[config.mk]
export PLATFORM = sky130hd
export DESIGN_NAME = imm_encode
export DESIGN_NICKNAME = d
export VERILOG_FILES = /design/src/rtl/imm_encode.sv
export SDC_FILE = /design/constraint.sdc
export NUM_CORES = 1
export LEC_CHECK = 0
export BUFFER_PORTS_ARGS = -buffer_cell sky130_fd_sc_hd__buf_2
export CAP_MARGIN = 20
export CORE_MARGIN = 3
export CORE_UTILIZATION = 53
export DETAILED_ROUTE_END_ITERATION = 7
export PLACE_DENSITY = 0.8
export SETUP_SLACK_MARGIN = 0.15
export SLEW_MARGIN = 20
export SYNTH_ARGS = -nofsm -noshare
export SYNTH_HDL_FRONTEND = slang
export SYNTH_SLANG_ARGS = --single-unit
[constraint.sdc]
create_clock -name clk -period 2.2 [get_ports clk]
set_clock_uncertainty 0.1 [all_clocks]
set_input_delay 0.11 -clock clk [delete_from_list [all_inputs] [get_ports clk]]
set_output_delay 0.11 -clock clk [all_outputs]
set_load 0.01 [all_outputs]
[src/rtl/imm_encode.sv]
// imm_encode: packs a 32-bit immediate into the I/S/B/J/U immediate fields of a
// base instruction word (inverse of the core's extend unit). One registered
// encode stage feeding a 2-entry FIFO, valid/ready on both sides, range check
// with a saturating error counter.
// Optional build macro IMM_ENC_STRICT_EN: out-of-range requests are counted but
// dropped instead of being emitted with out_err set.
module imm_encode #(
  parameter int ERR_CNT_W = 16,
  parameter int DEPTH     = 2   // fixed at 2
) (
  input  logic                 clk,
  input  logic                 rst_n,
  input  logic                 in_valid,
  output logic                 in_ready,
  input  logic [2:0]           in_immsrc,
  input  logic [31:0]          in_imm,
  input  logic [31:0]          in_base,
  output logic                 out_valid,
  input  logic                 out_ready,
  output logic [31:0]          out_instr,
  output logic                 out_err,
  output logic [ERR_CNT_W-1:0] err_count
);

  typedef struct packed {
    logic        err;
    logic [31:0] instr;
  } ent_t;

  localparam logic [1:0] FULL = 2'(DEPTH);

  ent_t               mem [DEPTH];
  logic               rd_ptr, wr_ptr;
  logic [1:0]         cnt;
  logic               live;     // low during reset, high from first edge after release
  logic [31:0]        mask, field, enc;
  logic               bad;
  logic signed [31:0] simm;
  logic               acc, pop, push;
  ent_t               ent;

  assign simm = $signed(in_imm);

  // Field placement and legality for the selected immediate type.
  always_comb begin
    mask  = '0;
    field = '0;
    bad   = 1'b1;
    case (in_immsrc)
      3'b000: begin // I
        mask  = 32'hFFF0_0000;
        field = {in_imm[11:0], 20'b0};
        bad   = !(simm >= -32'sd2048 && simm <= 32'sd2047);
      end
      3'b001: begin // S
        mask  = 32'hFE00_0F80;
        field = {in_imm[11:5], 13'b0, in_imm[4:0], 7'b0};
        bad   = !(simm >= -32'sd2048 && simm <= 32'sd2047);
      end
      3'b010: begin // B
        mask  = 32'hFE00_0F80;
        field = {in_imm[12], in_imm[10:5], 13'b0, in_imm[4:1], in_imm[11], 7'b0};
        bad   = !(simm >= -32'sd4096 && simm <= 32'sd4094 && !in_imm[0]);
      end
      3'b011: begin // J
        mask  = 32'hFFFF_F000;
        field = {in_imm[20], in_imm[10:1], in_imm[11], in_imm[19:12], 12'b0};
        bad   = !(simm >= -32'sd1048576 && simm <= 32'sd1048574 && !in_imm[0]);
      end
      3'b100: begin // U: unshifted 20-bit value, same as extend
        mask  = 32'hFFFF_F000;
        field = {in_imm[19:0], 12'b0};
        bad   = !(simm >= -32'sd524288 && simm <= 32'sd524287);
      end
      default: begin // invalid type: base passes through, always an error
        mask  = '0;
        field = '0;
        bad   = 1'b1;
      end
    endcase
  end

  assign enc      = (in_base & ~mask) | field;
  assign in_ready = live && (cnt != FULL);
  assign acc      = in_valid && in_ready;
  assign out_valid = (cnt != 2'd0);
  assign pop      = out_valid && out_ready;

`ifdef IMM_ENC_STRICT_EN
  assign push = acc && !bad;
  assign ent  = '{err: 1'b0, instr: enc};
`else
  assign push = acc;
  assign ent  = '{err: bad, instr: enc};
`endif

  assign out_instr = mem[rd_ptr].instr;
  assign out_err   = mem[rd_ptr].err;

  // FIFO storage, pointers, occupancy and saturating error counter.
  always_ff @(posedge clk or negedge rst_n) begin
    if (!rst_n) begin
      live      <= 1'b0;
      cnt       <= 2'd0;
      rd_ptr    <= 1'b0;
      wr_ptr    <= 1'b0;
      err_count <= '0;
      for (int i = 0; i < DEPTH; i++) mem[i] <= '0;
    end else begin
      live <= 1'b1;
      if (push) begin
        mem[wr_ptr] <= ent;
        wr_ptr      <= ~wr_ptr;
      end
      if (pop) rd_ptr <= ~rd_ptr;
      case ({push, pop})
        2'b10:   cnt <= cnt + 2'd1;
        2'b01:   cnt <= cnt - 2'd1;
        default: cnt <= cnt;
      endcase
      if (acc && bad && !(&err_count)) err_count <= err_count + 1'b1;
    end
  end

endmodule

Word-level counts from Yosys, hierarchy flattened:

Cells that the tools add are included.

* add/sub/neg operators: 3
* $mul: 0
* div/mod/pow operators: 0
* magnitude comparators: 11
* equal/unequal tests: 7
* shifts and indexed selects: 0
* multiplexer cells: 10
* bitwise operators: 7
* reduce and logical (&&, ||, !) cells: 25

Operator list (number)
* $pmux 32 s5: 1
* $mux 33: 4
* $pmux 32 s3: 1
* $bwmux 66: 1
* $demux 33 s1: 1
* $and 32x32->32: 1
* $ge 32x12->1 const B: 1
* $ge 32x13->1 const B: 1
* $ge 32x20->1 const B: 1
* $ge 32x21->1 const B: 1
* $le 32x12->1 const B: 1
* $le 32x13->1 const B: 1
* $le 32x20->1 const B: 1
* $le 32x21->1 const B: 1
* $not 32->32: 1
* $or 32x32->32: 1
* $add 16x1->16 const B: 1
* $reduce_and 16->1: 1
* $logic_and 1x1->1: 12
* $eq 3x2->1 const B: 2
* $logic_not 1->1: 6
* $reduce_or 2->1: 3
* $ge 2x2->1 const B: 2
* $not 1->2: 2
* 13 further kinds: 15

* bits in registers: 87
* bits in latches: 0
* bits in writable memories: 0
* ROM bits: 0
* input bits: 71
* output and inout port bits: 51
* logic and storage cells: 72
* memories: 0

Longest topological paths before layout:

* depth after elaboration: 7
* depth in mapped cells: 10

Worst setup path before layout:

No wires, ideal clock.

* kind: register -> register
* start: register cnt[0]
* end: register mem[34] (netlist bit)
* library setup time: 125 ps
* arrival time: 1801 ps
* required time: 1975 ps
* slack: 174 ps
* cell stages (with the launch flop): 8
* path buffers: 2
* period minus slack after synthesis: 2026 ps
* cells stage by stage: dfrtp_1 > inv_1 > a21boi_0 > and2_1 > nand2b_1 > clkbuf_1 > clkbuf_1 > mux2_2

* longest elaborated chain between the ends: 3

RTL lines
* start: declaration: line 34 `logic [1:0] cnt;`
* start signal: assignment: line 117 `2'b10: cnt <= cnt + 2'd1;`
* start signal: assignment: line 118 `2'b01: cnt <= cnt - 2'd1;`
* start signal: assignment: line 119 `default: cnt <= cnt;`
* $ne 2x2->1: line 84 `assign in_ready = live && (cnt != FULL);`
* $logic_and 1x1->1: line 84
* via in_ready: line 14 `output logic in_ready,`
* $logic_and 1x1->1: line 85 `assign acc = in_valid && in_ready;`
* end signal: indexed assignment: line 112 `mem[wr_ptr] <= ent;`
* end: declaration: line 32 `ent_t mem [DEPTH];`

The timed path passes the listed nets, and every way through them passes these cells.
A chain may end at the register's enable or synchronous reset.

Final worst setup path:

* start: register err_count[7]
* end: register err_count[1]

* longest elaborated chain between the ends: 3

RTL lines
* start: declaration: line 22 `output logic [ERR_CNT_W-1:0] err_count`
* start signal: assignment: line 121 `if (acc && bad && !(&err_count)) err_count <= err_count + 1'b1;`
* $reduce_and 16->1: line 121
* $logic_not 1->1: line 121
* $logic_and 1x1->1: line 121

No other way between the ends.

==> impl_metrics.tcl <==
set metrics [dict create \
    worstMarginPinSlew_ns 0.567 \
    antenna_left 0 \
    grt_overflow 0 \
    rsz0062_at_grt "yes" \
    fin_setup_tns_ns 0 \
    startpoint "err_count[7]$_DFFE_PN0P_" \
    post-route-cell-area_um2 5780 \
    grt_pass1_vias 4058 \
    num_vias 4024 \
    gp_congestion 0.921 \
    cap_violations 0 \
    async_flop_share_pct 100 \
    status "finished clean" \
    power-per-cell-area_nw_per_um2 1130 \
    clkLatencyLatePin_ns 0.36 \
    ys_warn_count 0 \
    drc 0 \
    final_util_pct 69.0 \
    yosysSeqAreaShare_pct 46.8 \
    reg2reg_depth 6 \
    diodes 0 \
    cts_tree "done" \
    row_count 33 \
    io_pins 122 \
    cp-start-kind "register" \
    min_path_type "input pin to register" \
    cp_max_fo 6 \
    cts_sinks 87 \
    area_growth_pct 24.2 \
    vdd_ir_drop_max_mv 0.707 \
    power_uw 6520 \
    crit_end "err_count[1]$_DFFE_PN0P_" \
    reg2reg_to "err_count[1]$_DFFE_PN0P_" \
    clk_pin_slew_ns 0.09 \
    track_usage_pct 24.7 \
    htreeDepth 3 \
    placed_area_um2 5430 \
    dp_hpwl_mm 8.82 \
    design.core.area_um2 8380 \
    fin_nets 671 \
    slew-limit-headroom_pct 62.2 \
    drive_above_1_share_pct 37.5 \
    slew_violations 0 \
    wl_per_cell_um 17.0 \
    dieArea_um2 9940 \
    reg2reg_from "err_count[7]$_DFFE_PN0P_" \
    dr.pass1.iters 4 \
    start_util_pct 55.5 \
    ys_ff_latch 87 \
    grt_max_degree 52 \
    finalSetupViolCount 0 \
    cp.arrival_ns 2.10 \
    endpoint_kind "register" \
    fp.dieW_um 99.7 \
    hold_viol_final 0 \
    cts_root_buffer "clkbuf_8" \
    fin_crit_ns 1.95 \
    num-fill-cells 642 \
    crit_required_ns 2.35 \
    netlist_instances 468 \
    portBuffers 121 \
    fp.dieH_um 99.7 \
    numCtsBuffers 9 \
    critical_path_class "register to register" \
    clk_path_buf_depth 2 \
    syn_nets 541 \
    antenna_found_initial 0 \
    max_freq_mhz 513 \
    p_leak_uw 0.00267 \
    rrSetupSlack_ns 0.25 \
    drt_wl_total_mm 12.1 \
    synthFlopType "dfrtp_1" \
    first_iter_violations 196 \
    grt_pass1_wl_mm 19.5 \
    syn_area_um2 4650 \
    fin_crit_sh_pct 88.6 \
    viasPerCell 5.68 \
    syn_area_per_cell_um2 9.95 \
    synth_edf_count 0 \
    post_cts.repair.setup_buffers 0 \
    synth_cell_type_count 44 \
]
## critical path, cell delays in order (launching register included)
cell and delay (ns):
dfrtp_1 0.46, and4_1 0.29, nand3_1 0.16, nor3_4 0.26, nor2_1 0.10, nand2_1 0.12
mux2_2 0.34
## routing by layer
metal	GRT usage (%)	up-vias	wire (um)
li1	-	1927	-
met1	31.1	1940	4990
met2	41.7	127	6030
met3	4.14	30	638
met4	10.9	0	399
met5	0	-	0
## sequential cells by signal, summed over array words and instances (netlist names)
name and cells:
rd_ptr 1, live 1, wr_ptr 1, cnt 2
mem 66, err_count 16
## power breakdown
| group | total, uW | internal [uW] | switching (uW) |
|---|---|---|---|
| Clock | 1160 | 589 | 566 |
| Combinational | 2690 | 1400 | 1290 |
| Sequential | 2670 | 2270 | 406 |
## placed cells by master (no fill, tap or decap), drive strengths merged, types with 7 or more instances in the layout
cell | Yosys | routed
dlygate4sd3 | 0 | 12
nand3 | 13 | 13
buf | 9 | 138
o221ai | 8 | 8
mux2i | 11 | 11
a21oi | 15 | 15
nor3 | 7 | 7
nor3b | 8 | 8
o21ai | 55 | 55
nand4 | 13 | 13
clkbuf | 22 | 12
nand2 | 50 | 50
dfrtp | 87 | 87
mux2 | 65 | 65
xnor2 | 16 | 16
nor2 | 42 | 42
## stage by stage
| stage | hold slack, ns | setup slack, ns | std cells |
|---|---|---|---|
| global placement | 0.0296 | 0.186 | 680 |
| CTS | 0.00500 | 0.154 | 708 |
| finish | 0.0174 | 0.251 | 708 |
| global route | 0.0154 | 0.126 | 708 |
| floorplan | -0.286 | 0.174 | 468 |
| detailed placement | 0.0432 | 0.158 | 680 |
## worst min path at each step
| stage | depth (start not counted) | from | to | slack, ns |
|---|---|---|---|---|
| after CTS | 3 | in_imm[3] | mem[10]$_DFFE_PN0P_ | 0.005 |
| after detailed placement | 1 | rst_n | mem[21]$_DFFE_PN0P_ | 0.04 |
| after global placement | 1 | rst_n | mem[21]$_DFFE_PN0P_ | 0.03 |
| after floorplan | 0 | rst_n | cnt[0]$_DFFE_PN0P_ | -0.29 |
| after global routing | 3 | in_base[8] | mem[41]$_DFFE_PN0P_ | 0.02 |
| final | 3 | in_imm[3] | mem[10]$_DFFE_PN0P_ | 0.02 |
## synthesized netlist by cell type (11+ instances only)
library cell  number  share of area [%]
o21ai_0           54                5.8
xnor2_1           16                3.0
nor2_1            42                3.4
dfrtp_1           87                 47
nand4_1           13                1.7
a21oi_1           15                1.6
clkbuf_1          22                1.8
nand2_1           50                4.0
mux2i_1           11                2.4
nand3_1           13                1.4
mux2_2            65                 16
## cell type report
cell class / count / area [um2] / share of cell area [%]
clock buffer: 12 / 155 / 2.68
clock inverter: 4 / 53.8 / 0.931
inverter: 4 / 15.0 / 0.260
multi-input combinational: 346 / 2340 / 40.5
sequential: 87 / 2180 / 37.7
tap: 105 / 131 / 2.27
timing repair buffer: 150 / 906 / 15.7
## what timing repair did
item,CTS,global route
hold buffers,12,0
resized for setup,0,5
endpoints found under the hold margin,63,0
setup endpoints to repair,0,12
## kinds of logic (layout without fill, tap and decap cells)
family                     after synthesis  after routing  synth area share [%]
and+or+nand+nor                        155            155                  16.1
AOI/OAI and AO/OA                       94             94                  11.7
DFF                                     87             87                  46.8
muxes                                   76             76                  18.1
buffers and inverters                   35            170                  3.39
xor gates and xnor gates                18             18                  3.39
adders and majority gates                2              2                 0.538
other                                    1              1                0.0806
Note: power is estimated with default switching activity, not from simulation.
